--- src/rtl/vga_display_out.sv ---
// vga_display_out: raster timing generator and registered VGA pin stage.
// Counters go out to the pixel mux and overlay logic. The composed pixel
// comes back PIXEL_LATENCY cycles later. Blank and sync travel through a
// matching delay line so that they line up with that pixel at the pins.
module vga_display_out #(
   parameter int H_ACTIVE        = 1024,
   parameter int H_FP            = 24,
   parameter int H_SYNC          = 136,
   parameter int H_BP            = 160,
   parameter int V_ACTIVE        = 768,
   parameter int V_FP            = 3,
   parameter int V_SYNC          = 6,
   parameter int V_BP            = 29,
   parameter int SYNC_ACTIVE_LOW = 1,
   parameter int PIXEL_LATENCY   = 2
) (
   input  logic        clk_in,
   input  logic        rst_n_in,
   input  logic [11:0] pixel_in,
   output logic [10:0] hcount_out,
   output logic [9:0]  vcount_out,
   output logic        active_out,
   output logic        new_frame_out,
   output logic [5:0]  frame_count_out,
   output logic [3:0]  vga_r,
   output logic [3:0]  vga_g,
   output logic [3:0]  vga_b,
   output logic        vga_hs,
   output logic        vga_vs
);

   localparam int H_TOTAL = H_ACTIVE + H_FP + H_SYNC + H_BP;
   localparam int V_TOTAL = V_ACTIVE + V_FP + V_SYNC + V_BP;

   // Sized copies of the timing points, so counter compares are width-exact
   localparam logic [10:0] H_LAST   = 11'(H_TOTAL - 1);
   localparam logic [10:0] H_ACT    = 11'(H_ACTIVE);
   localparam logic [10:0] HS_BEG   = 11'(H_ACTIVE + H_FP);
   localparam logic [10:0] HS_END   = 11'(H_ACTIVE + H_FP + H_SYNC);
   localparam logic [9:0]  V_LAST   = 10'(V_TOTAL - 1);
   localparam logic [9:0]  V_ACT    = 10'(V_ACTIVE);
   localparam logic [9:0]  VS_BEG   = 10'(V_ACTIVE + V_FP);
   localparam logic [9:0]  VS_END   = 10'(V_ACTIVE + V_FP + V_SYNC);

   // Pin level of a deasserted sync; XOR with the raw sync gives the pin
   localparam logic SYNC_IDLE = (SYNC_ACTIVE_LOW != 0);

   typedef struct packed {
      logic blank;
      logic hs;
      logic vs;
   } ctl_t;

   localparam ctl_t CTL_IDLE = '{blank: 1'b1, hs: 1'b0, vs: 1'b0};

   logic h_last;
   logic v_last;
   ctl_t ctl_raw;
   ctl_t ctl_pipe [PIXEL_LATENCY:1];
   ctl_t ctl_d;

   assign h_last = (hcount_out == H_LAST);
   assign v_last = (vcount_out == V_LAST);

   // Raster counters: h every cycle, v on h wrap, both wrap at frame end
   always_ff @(posedge clk_in or negedge rst_n_in) begin
      if (!rst_n_in) begin
         hcount_out <= '0;
         vcount_out <= '0;
      end else if (h_last) begin
         hcount_out <= '0;
         vcount_out <= v_last ? 10'd0 : vcount_out + 10'd1;
      end else begin
         hcount_out <= hcount_out + 11'd1;
      end
   end

   // Frame pulse marks a wrap into (0,0); the (0,0) right after reset is not one
   always_ff @(posedge clk_in or negedge rst_n_in) begin
      if (!rst_n_in) begin
         new_frame_out   <= 1'b0;
         frame_count_out <= '0;
      end else begin
         new_frame_out <= h_last && v_last;
         if (h_last && v_last)
            frame_count_out <= frame_count_out + 6'd1;
      end
   end

   // Raw blank/sync decoded straight from the counter registers
   always_comb begin
      ctl_raw       = CTL_IDLE;
      ctl_raw.blank = (hcount_out >= H_ACT) || (vcount_out >= V_ACT);
      ctl_raw.hs    = (hcount_out >= HS_BEG) && (hcount_out < HS_END);
      ctl_raw.vs    = (vcount_out >= VS_BEG) && (vcount_out < VS_END);
   end

   assign active_out = ~ctl_raw.blank;

   // Delay line: stage k holds the raw controls from k cycles ago
   always_ff @(posedge clk_in or negedge rst_n_in) begin
      if (!rst_n_in) begin
         for (int k = 1; k <= PIXEL_LATENCY; k++)
            ctl_pipe[k] <= CTL_IDLE;
      end else begin
         ctl_pipe[1] <= ctl_raw;
         for (int k = 2; k <= PIXEL_LATENCY; k++)
            ctl_pipe[k] <= ctl_pipe[k-1];
      end
   end

   assign ctl_d = ctl_pipe[PIXEL_LATENCY];

   // Pin register: colour gated by delayed blank, syncs at configured polarity
   always_ff @(posedge clk_in or negedge rst_n_in) begin
      if (!rst_n_in) begin
         {vga_r, vga_g, vga_b} <= 12'h000;
         vga_hs                <= SYNC_IDLE;
         vga_vs                <= SYNC_IDLE;
      end else begin
         {vga_r, vga_g, vga_b} <= ctl_d.blank ? 12'h000 : pixel_in;
         vga_hs                <= ctl_d.hs ^ SYNC_IDLE;
         vga_vs                <= ctl_d.vs ^ SYNC_IDLE;
      end
   end

endmodule

--- config.mk ---
export PLATFORM = sky130hd
export DESIGN_NAME = vga_display_out
export DESIGN_NICKNAME = d
export VERILOG_FILES = /design/src/rtl/vga_display_out.sv
export SDC_FILE = /design/constraint.sdc
export NUM_CORES = 1
export LEC_CHECK = 0
export ABC_CLOCK_PERIOD_IN_PS = 2390
export BUFFER_PORTS_ARGS = -buffer_cell sky130_fd_sc_hd__buf_2
export CORE_MARGIN = 2
export CORE_UTILIZATION = 45
export DETAILED_ROUTE_END_ITERATION = 10
export HOLD_SLACK_MARGIN = 0.1
export PLACE_DENSITY = 0.69
export SLEW_MARGIN = 20
export SYNTH_ARGS = -nofsm -noshare
export SYNTH_HDL_FRONTEND = slang
export SYNTH_SLANG_ARGS = --single-unit
--- constraint.sdc ---
create_clock -name clk_in -period 2.39 [get_ports clk_in]
set_input_delay 0.239 -clock clk_in [delete_from_list [all_inputs] [get_ports clk_in]]
set_output_delay 0.239 -clock clk_in [all_outputs]
set_load 0.01 [all_outputs]
## Word level (Yosys, flattened, before mapping)

Cells that the tools add are included.

- Add/subtract/negate cells: 3
- $lt $le $gt $ge: 6
- Eq/ne operators: 2
- Multiplexer cells: 3
- Bitwise gates (word level): 3
- Reduce and logical (&&, ||, !) cells: 4

Operators by type and width:

| operator | number |
|---|---|
| 11-bit >= comparator (second input constant) | 2 |
| 10-bit >= comparator (second input constant) | 2 |
| 12-bit two-way mux | 1 |
| 11-bit by 1-bit adder with 11-bit output (second input constant) | 1 |
| 11-bit == test (second input constant) | 1 |
| 11-bit < comparator (second input constant) | 1 |
| 11-bit two-way mux | 1 |
| 10-bit by 1-bit adder with 10-bit output (second input constant) | 1 |
| 10-bit == test (second input constant) | 1 |
| 10-bit < comparator (second input constant) | 1 |
| 10-bit two-way mux | 1 |
| 6-bit by 1-bit adder with 6-bit output (second input constant) | 1 |
| 1-bit logical AND | 3 |
| 1-bit inverter | 3 |
| 1-bit logical OR | 1 |

- Bits in registers: 48
- Input port bits: 14
- Output and inout port bits: 43
- Word-level logic and storage cells: 36

## Depth between registers and ports, before layout

- Depth in word-level cells: 3
- Mapped depth: 7
- Mapped depth without buffers: 6

## Worst setup path after synthesis

No wires, ideal clock.

- Path kind: register to register
- From: register hcount_out[0]
- To: register vcount_out[6]
- Setup time: 0.083 ns
- Arrival time: 1.964 ns
- Data required time: 2.307 ns
- Path slack: 0.344 ns
- Stages on the path, launching flop included: 7
- Path buffers: 1
- Period minus slack after synthesis: 2.046 ns
- Cells stage by stage: dfrtp_1 ha_1 nand2_1 or4_4 buf_6 or4_1 o21ai_0

- Longest elaborated chain between the ends: 1

Ends and longest elaborated chain:

| what | line | text |
|---|---|---|
| start, declared | 20 | `output logic [10:0] hcount_out,` |
| start signal, assigned | 74 | `hcount_out <= hcount_out + 11'd1;` |
| 11-bit == test | 62 | `assign h_last = (hcount_out == H_LAST);` |
| end signal, assigned | 72 | `vcount_out <= v_last ? 10'd0 : vcount_out + 10'd1;` |
| end, declared | 21 | `output logic [9:0] vcount_out,` |

Every way passes these cells.
A chain may end at the register's enable or synchronous reset.

## Final worst setup path

- From: register hcount_out[0]
- To: register vcount_out[3]

The elaborated chain is that of the path after synthesis.

==> impl_metrics.tcl <==
set metrics [dict create \
    yosysSeqAreaShare_pct 56.6 \
    ctsLongestPathBuffers 2 \
    hold_class "in -> reg" \
    power-per-cell-area_nw_per_um2 526 \
    cts_tree "yes" \
    synth_area_um2 2130 \
    multi_input_area_um2 838 \
    critPathSlowestCell "or4_4" \
    cts_num_sinks 48 \
    wl_um 4250 \
    die_width_um 72.8 \
    grt_pass1_wl_um 6910 \
    via_count 1674 \
    yosys-top-cells-area "dfrtp_1, dfstp_2, ha_1" \
    critical-path-max-stage-delay_ps 600 \
    cp.buffers_inverters 0 \
    clk_pin_slew_ps 100 \
    tightest_slew_ps 560 \
    synth.distinct_cells 38 \
    cp.arrival_ps 2380 \
    grt_pass1_vias 1453 \
    finalNetCount 280 \
    initial_core_util_pct 46.0 \
    syn_inst 197 \
    antenna_found_initial 0 \
    place_congestion 0.889 \
    fill_cells 416 \
    clock_latency_ps 310 \
    area_growth_pct 22.1 \
    fin_skew_ps 11.1 \
    ant_nets 0 \
    min_from "pixel_in[1]" \
    ys.flop_type "dfrtp_1" \
    min_to "vga_b[1]" \
    syn-num-nets 217 \
    setup_slack_ps 208 \
    rsz0062_at_grt "no" \
    portBuffers 56 \
    yosys.area.top_type "dfrtp_1" \
    dpl.hpwl_um 3080 \
    p_leak_nw 1.25 \
    io_pins 57 \
    regArea_um2 1210 \
    cts_made_buffers 5 \
    finalCriticalPeriod_ps 2180 \
    final_hold_viol_count 0 \
    htree_levels 2 \
    finalSetupViolCount 0 \
    status "finished, final reports clean" \
    crit_fanout 11 \
    reg2reg_from "hcount_out[0]" \
    peakVddDrop_v 0.000249 \
    synth_top_area_share_pct 51.7 \
    grt.total_usage_pct 17.0 \
    hold_ws_ps 143 \
    reg2reg_slack_ps 210 \
    cts-root-buf "clkbuf_8" \
    syn_avg_cell_area_um2 10.8 \
    cts_resized 0 \
    relSlewSlack_pct 62.4 \
    drt_iter0_markers 101 \
    slew_viol_final 0 \
    std_cell_rows 25 \
    pre_cts_ws_ps 226 \
    drc 0 \
    startpoint_type "register" \
    dieArea_um2 5300 \
    die_y_um 72.8 \
    yosys_register_bits 48 \
    fmax_mhz 458 \
    synthArstFlopShare_pct 100 \
    cp_cell_sequence "ha_1 -> nand2_1 -> or4_4 -> or3_1 -> mux2_2" \
    required_ps 2590 \
    r2r-end "vcount_out[3]" \
    maxCapViolCount 0 \
    crit_family "simple AND/OR/NAND/NOR gates" \
    synth_edf_count 0 \
    fin_setup_tns_ps 0 \
    grt_max_degree 34 \
    core_area_um2 4630 \
    hold_depth 2 \
    worst-r2r-cell-count 5 \
    cp-end-kind "register" \
    drt_first_pass_iters 4 \
    n_antenna_cell 0 \
    crit_type "reg -> reg" \
    post-synth-top-count-cell "dfrtp_1" \
    wire_per_inst_um 13.5 \
    drive_gt1_share_pct 31.8 \
    overflow 0 \
    via_per_inst 5.31 \
    post-route-period-util_pct 91.3 \
    synth_commonest_cells "dfrtp_1, inv_1, nor2b_1, o21ai_0, nand3_1" \
    ys_warn_count 0 \
]
-- worst max-delay path by stage --
stage                        startpoint             to  slack [ps]  cells past startpoint
after CTS                 hcount_out[0]  vcount_out[3]         200                      5
after global routing      hcount_out[0]  vcount_out[3]          90                      5
after detailed placement  hcount_out[0]  vcount_out[3]         230                      5
final                     hcount_out[0]  vcount_out[3]         210                      5
after global placement    hcount_out[0]  vcount_out[3]         290                      5
after floorplan           hcount_out[0]  vcount_out[6]         340                      6
-- timing repair --
action / 4_1_cts / 5_1_grt
setup endpoints to repair: 0 / 0
buffers inserted: 0 / 0
hold endpoints to repair: 15 / 0
hold buffers: 1 / 0
-- flip-flops by register name, indices dropped and copies added, names as in the netlist --
signal	count
hcount_out	11
vcount_out	10
frame_count_out	6
vga_b	4
vga_g	4
vga_r	4
ctl_d	3
ctl_pipe	3
new_frame_out	1
vga_hs	1
vga_vs	1
-- layout by cell type (no fill, tap or decap), types with 2 or more instances in the layout --
cell,count
buf_2,56
dfrtp_1,44
inv_1,14
nor2b_1,12
o21ai_0,12
nand3_1,11
nor2_1,10
a21oi_1,10
nor3_1,9
nand2_1,9
buf_4,7
xor2_1,6
ha_1,6
clkbuf_8,5
xnor2_1,4
a22o_1,4
dfstp_2,4
and3_1,3
or4_1,3
or3_1,3
nor4_1,3
mux2_2,3
nand4bb_1,2
nor4_2,2
nand4_1,2
clkinvlp_4,2
-- final cells by class --
| type | count | area share, % |
|---|---|---|
| Multi-Input combinational cell | 127 | 32.2 |
| Clock inverter | 3 | 0.914 |
| Timing Repair Buffer | 64 | 13.2 |
| Inverter | 14 | 2.02 |
| Tap cell | 54 | 2.60 |
| Clock buffer | 5 | 2.65 |
| Sequential cell | 48 | 46.4 |
-- routing by layer --
layer  GRT usage, %  wire length, um  vias up
li1               -                -      812
met1           22.7             1960      793
met2           25.5             1930       61
met3           5.39              270        8
met4           7.41               84        0
met5              0                0        -
-- per-stage QoR --
stage | total power, mW | util, % | instances | area [um^2]
finish | 1.37 | 56.2 | 315 | 2600
detailed placement | 0.890 | 53.9 | 306 | 2500
global placement | 0.889 | 53.9 | 306 | 2500
floorplan | 0.853 | - | 197 | 2130
CTS | 1.38 | 56.2 | 315 | 2600
global route | 1.42 | 56.2 | 315 | 2600
-- kinds of logic (layout without fill, tap and decap cells) --
family / count (synthesis) / count (layout) / share of synthesized area (%)
and+or+nand+nor: 76 / 76 / 20.6
xor gates and xnor gates: 10 / 10 / 4.11
DFF: 48 / 48 / 56.6
buffers and inverters: 22 / 86 / 4.29
AOI/OAI and AO/OA: 31 / 31 / 8.81
muxes: 4 / 4 / 2.06
adders and majority gates: 6 / 6 / 3.53
-- power by group --
group	switching (mW)	internal, mW	total [mW]
clock network	0.286	0.207	0.494
logic	0.0285	0.0212	0.0498
registers	0.00182	0.822	0.824
total	0.317	1.05	1.37
(Power assumes the default switching activity.)
